--- src/rtl/vc_fifo.sv ---
// Virtual-channel FIFO: circular buffer with registered read port and registered status flags.
// Optional sticky illegal-access flag is built only when VC_FIFO_ERR_EN is defined.
module vc_fifo #(
    parameter int DATA_WIDTH = 6,
    parameter int ADDR_WIDTH = 4
) (
    input  logic                  clk,
    input  logic                  reset_L,
    input  logic                  push,
    input  logic [DATA_WIDTH-1:0] data_in,
    input  logic                  pop,
    input  logic [ADDR_WIDTH:0]   afull_thr,
    input  logic [ADDR_WIDTH:0]   aempty_thr,
    output logic [DATA_WIDTH-1:0] data_out,
    output logic                  valid_out,
    output logic                  fifo_full,
    output logic                  fifo_empty,
    output logic                  fifo_pause,
    output logic                  fifo_almost_empty,
    output logic                  error
);

    localparam logic [ADDR_WIDTH:0] DEPTH_CNT = {1'b1, {ADDR_WIDTH{1'b0}}};

    logic [DATA_WIDTH-1:0] mem_q [2**ADDR_WIDTH];

    logic [ADDR_WIDTH-1:0] wr_ptr_q, wr_ptr_d;
    logic [ADDR_WIDTH-1:0] rd_ptr_q, rd_ptr_d;
    logic [ADDR_WIDTH:0]   count_q, count_d;
    logic [DATA_WIDTH-1:0] data_out_q, data_out_d;
    logic                  valid_out_q, valid_out_d;
    logic                  full_q, full_d;
    logic                  empty_q, empty_d;
    logic                  pause_q, pause_d;
    logic                  aempty_q, aempty_d;

    logic                  pop_acc;
    logic                  push_acc;

    // Acceptance uses the registered flags, so no push/pop path reaches the flags.
    // A full FIFO still takes a push when a pop frees a slot on the same edge.
    assign pop_acc  = pop & ~empty_q;
    assign push_acc = push & (~full_q | pop_acc);

    // NOTE: every signal gets a default before any branch so always_comb never infers a latch.
    always_comb begin
        wr_ptr_d    = wr_ptr_q;
        rd_ptr_d    = rd_ptr_q;
        count_d     = count_q;
        data_out_d  = data_out_q;
        valid_out_d = pop_acc;

        if (push_acc) begin
            wr_ptr_d = wr_ptr_q + 1'b1;
        end
        if (pop_acc) begin
            rd_ptr_d   = rd_ptr_q + 1'b1;
            data_out_d = mem_q[rd_ptr_q];
        end

        case ({push_acc, pop_acc})
            2'b10:   count_d = count_q + 1'b1;
            2'b01:   count_d = count_q - 1'b1;
            default: count_d = count_q;
        endcase

        full_d   = (count_d == DEPTH_CNT);
        empty_d  = (count_d == '0);
        pause_d  = (count_d >= afull_thr);
        aempty_d = (count_d != '0) && (count_d <= aempty_thr);
    end

    // NOTE: state registers use non-blocking assignments so every flop samples pre-edge values.
    always_ff @(posedge clk) begin
        if (!reset_L) begin
            wr_ptr_q    <= '0;
            rd_ptr_q    <= '0;
            count_q     <= '0;
            data_out_q  <= '0;
            valid_out_q <= 1'b0;
            full_q      <= 1'b0;
            empty_q     <= 1'b1;
            pause_q     <= 1'b0;
            aempty_q    <= 1'b0;
        end else begin
            wr_ptr_q    <= wr_ptr_d;
            rd_ptr_q    <= rd_ptr_d;
            count_q     <= count_d;
            data_out_q  <= data_out_d;
            valid_out_q <= valid_out_d;
            full_q      <= full_d;
            empty_q     <= empty_d;
            pause_q     <= pause_d;
            aempty_q    <= aempty_d;
        end
    end

    // NOTE: storage has no reset; a word is only read after a push has written it.
    always_ff @(posedge clk) begin
        if (reset_L && push_acc) begin
            mem_q[wr_ptr_q] <= data_in;
        end
    end

`ifdef VC_FIFO_ERR_EN
    logic error_q, error_d;

    always_comb begin
        error_d = error_q | (push & ~push_acc) | (pop & ~pop_acc);
    end

    always_ff @(posedge clk) begin
        if (!reset_L) begin
            error_q <= 1'b0;
        end else begin
            error_q <= error_d;
        end
    end

    assign error = error_q;
`else
    assign error = 1'b0;
`endif

    assign data_out          = data_out_q;
    assign valid_out         = valid_out_q;
    assign fifo_full         = full_q;
    assign fifo_empty        = empty_q;
    assign fifo_pause        = pause_q;
    assign fifo_almost_empty = aempty_q;

endmodule

--- config.mk ---
export PLATFORM = sky130hd
export DESIGN_NAME = vc_fifo
export DESIGN_NICKNAME = d
export VERILOG_FILES = /design/src/rtl/vc_fifo.sv
export SDC_FILE = /design/constraint.sdc
export NUM_CORES = 1
export LEC_CHECK = 0
export ABC_AREA = 1
export BUFFER_PORTS_ARGS = -buffer_cell sky130_fd_sc_hd__clkbuf_2
export CAP_MARGIN = 10
export CORE_ASPECT_RATIO = 0.5
export CORE_MARGIN = 4
export CORE_UTILIZATION = 35
export DETAILED_ROUTE_END_ITERATION = 6
export HOLD_SLACK_MARGIN = 0.02
export SLEW_MARGIN = 10
export SYNTH_ARGS = -nofsm -noshare
export SYNTH_HDL_FRONTEND = slang
export SYNTH_SLANG_ARGS = --single-unit
--- constraint.sdc ---
create_clock -name clk -period 5.4 [get_ports clk]
set_input_delay 1.08 -clock clk [delete_from_list [all_inputs] [get_ports clk]]
set_output_delay 1.08 -clock clk [all_outputs]
set_load 0.02 [all_outputs]
==> impl_metrics.yaml <==
hold_path:
  hold_start: "data_out[2]$_SDFFE_PN0P_"
  min_path_cells: 2
  holdCritPathClass: "reg -> reg"
  holdPathEnd: "data_out[2]$_SDFFE_PN0P_"
synthesis:
  synth_ff_type: "edfxtp_1"
  syn-cell-area_sq_um: 5212
  synth_edf_count: 96
  syn-num-nets: 505
  ys_ff_latch: 120
  synthCells: 469
  ys_types: 37
  ys_seq_area_share_pct: 64.52
  yosys_warnings: 0
  ys_async_sr_fraction_pct: 0
  synth_area_per_cell_sq_um: 11.11
floorplanning:
  core_sq_um: 14510
  die-width_um: 180.6
  die_area_sq_um: 17030
  fp-row-count: 31
  initial_core_util_pct: 35.93
  dieHeight_um: 94.30
  io_pins: 32
clocking:
  cts_max_path_buffers: 2
  clk_latency_ps: 420
  clock-sinks: 120
  hold_buffers: 0
  cts_tree: "done"
  post-cts-setup-buffers: 0
  numCtsBuffers: 17
  cts-resized-gates: 0
  clkTransAtPathRegs_ps: 50
  cts_max_level: 4
  cts_root_buffer: "clkbuf_16"
placement:
  place_inst: 677
  place_congestion: 0.7929
  dpl_cell_area_sq_um: 5523
  portBuffers: 30
  dpl.hpwl_mm: 7.580
sta:
  tightest_slew_ps: 1060
  drv_slew: 0
  max_clock_freq_mhz: 261.0
  rsz0062_at_grt: "no"
  slew_headroom_pct: 28.80
  fin_crit_ps: 3832
  final-hold-violation-count: 0
  setup_violations: 0
  fin_setup_tns_ps: 0
  final.period_utilization_pct: 70.96
  fin_worst_skew_ps: 11.93
critical_path:
  crit_type: "in -> reg"
  ff2ff_setup_slack_ps: 2000
  cp-end-kind: "flip-flop"
  required_ps: 5710
  r2r_end: "fifo_almost_empty$_SDFF_PN0_"
  worstSetupStartpointType: "input pin"
  crit_arrival_ps: 4140
  reg2reg_depth: 21
  r2r_start: "fifo_empty$_SDFF_PN1_"
  crit_fanout: 18
cells_and_area:
  n_fill_cell: 1380
  finalNonFillerCells: 709
  fin_area_sq_um: 6070
  drive_gt1_share_pct: 16.24
  final_common_cell: "edfxtp_1"
  n_antenna_cell: 0
  fin_nets: 534
  final_core_util_pct: 41.84
  seqCellArea_sq_um: 3363
  multi_input_area_sq_um: 1578
  final_cell_mix: "96 x edfxtp_1, 76 x nor2_1, 52 x o21ai_0, 38 x inv_1, 30 x clkbuf_2"
  syn_to_final_growth_pct: 16.44
global_routing:
  grt_pass1_wl_mm: 18.69
  grt_max_degree: 51
  gr-total-overflow: 0
  antenna_found_initial: 0
  grt_use_total_pct: 14.73
  grt_pass1_vias: 3500
detailed_routing:
  drtIter0Drc: 304
  vias: 3567
  vias_per_cell: 5.031
  wl_per_cell_um: 17.06
  drc: 0
  drt-total-wl_mm: 12.09
  firstDrtPassIters: 5
  drtAntennaViolNets: 0
power:
  p_total_mw: 2.766
  max-vdd-ir-drop_uv: 257.6
  cellPowerDensity_nw_per_um2: 455.7
  p_leak_nw: 2.241
run:
  maxCapViolations: 0
status:
  status: "finished, final reports clean"
## layer usage
metal | vias up | track usage (%) | wire length (um)
met5 | - | 0 | 0
met4 | 0 | 6.604 | 282
li1 | 1722 | - | -
met2 | 105 | 24.13 | 5556
met3 | 19 | 4.834 | 755
met1 | 1721 | 17.95 | 5497
## through the flow
step	setup slack [ps]	hold slack (ps)
finish	1568	502.1
global route	1212	534.2
CTS	1570	504.0
detailed placement	1150	489.8
global placement	1245	482.2
floorplan	1775	480.0
## cell families (layout without fill, tap and decap cells)
| group | count (synthesis) | after routing | share of synthesized area (%) |
|---|---|---|---|
| adder cells (fa/ha/maj) | 16 | 16 | 3.841 |
| other | 1 | 1 | 0.07194 |
| XOR/XNOR | 4 | 4 | 0.8163 |
| flip-flops | 120 | 120 | 64.52 |
| AO/OA/AOI/OAI | 105 | 105 | 12.17 |
| AND/OR/NAND/NOR | 156 | 156 | 13.37 |
| buffers and inverters | 67 | 109 | 5.209 |
## state kept, by name (all words and copies together), names as in the netlist
signal             flops
valid_out              1
count_q                5
fifo_pause             1
fifo_full              1
fifo_empty             1
fifo_almost_empty      1
wr_ptr_q               4
mem_q                 96
rd_ptr_q               4
data_out               6
## how the worst max path moves through the flow
stage	from	end	slack, ps	depth (start not counted)
global route	pop	fifo_almost_empty$_SDFF_PN0_	1210	23
CTS	pop	fifo_almost_empty$_SDFF_PN0_	1570	23
floorplan	pop	fifo_almost_empty$_SDFF_PN0_	1780	22
finish	pop	fifo_almost_empty$_SDFF_PN0_	1570	23
global placement	pop	fifo_almost_empty$_SDFF_PN0_	1250	23
detailed placement	pop	fifo_almost_empty$_SDFF_PN0_	1150	23
## power by group
group	internal (mW)	switching [mW]	leakage (nW)
Clock	0.640	0.380	0.263
Sequential	1.06	0.0412	1.06
Combinational	0.215	0.433	0.916
Total	1.91	0.854	2.24
## cells in the mapped netlist, types with 2 or more instances
cell type	n	area share (%)
dfxtp_1	24	9.2
nor2_1	76	5.5
buf_2	4	0.38
nor3_1	9	0.86
a21oi_1	8	0.77
o221ai_1	18	3.0
o21ai_0	52	5.0
o22ai_1	6	0.72
inv_1	38	2.7
nand4_1	3	0.36
ha_1	16	3.8
o211ai_1	6	0.86
nand2_1	29	2.1
nor2_4	2	0.43
inv_2	6	0.43
o21ai_1	9	0.86
o21ai_2	3	0.50
clkbuf_1	14	1.0
xor2_1	2	0.34
nand3_2	3	0.58
buf_4	2	0.29
nand2_2	5	0.60
edfxtp_1	96	55
nand3_1	25	2.4
## layout make-up
| cell class | instances | area share, % |
|---|---|---|
| Clock inverter | 8 | 0.7421 |
| Timing Repair Buffer | 32 | 2.721 |
| Clock buffer | 24 | 8.266 |
| Sequential cell | 120 | 55.41 |
| Inverter | 45 | 2.783 |
| Multi-Input combinational cell | 282 | 25.99 |
| Tap cell | 198 | 4.082 |
## critical path, cell delays in order
cell and delay [ps]:
clkbuf_2 80, inv_1 50, nor2_4 330, inv_1 170, nand2_1 90, nand2_1 150
ha_1 360, nor2_2 200, nor2_4 60, ha_1 170, a21o_1 160, nand2_1 100
o21ai_1 80, xor2_1 140, nand2_1 70, o21ai_2 80, inv_1 100, ha_1 340
nand3_1 90, nand2_1 70, clkinv_1 50, nand3_1 90, a21oi_2 50
(Power assumes the default switching activity.)
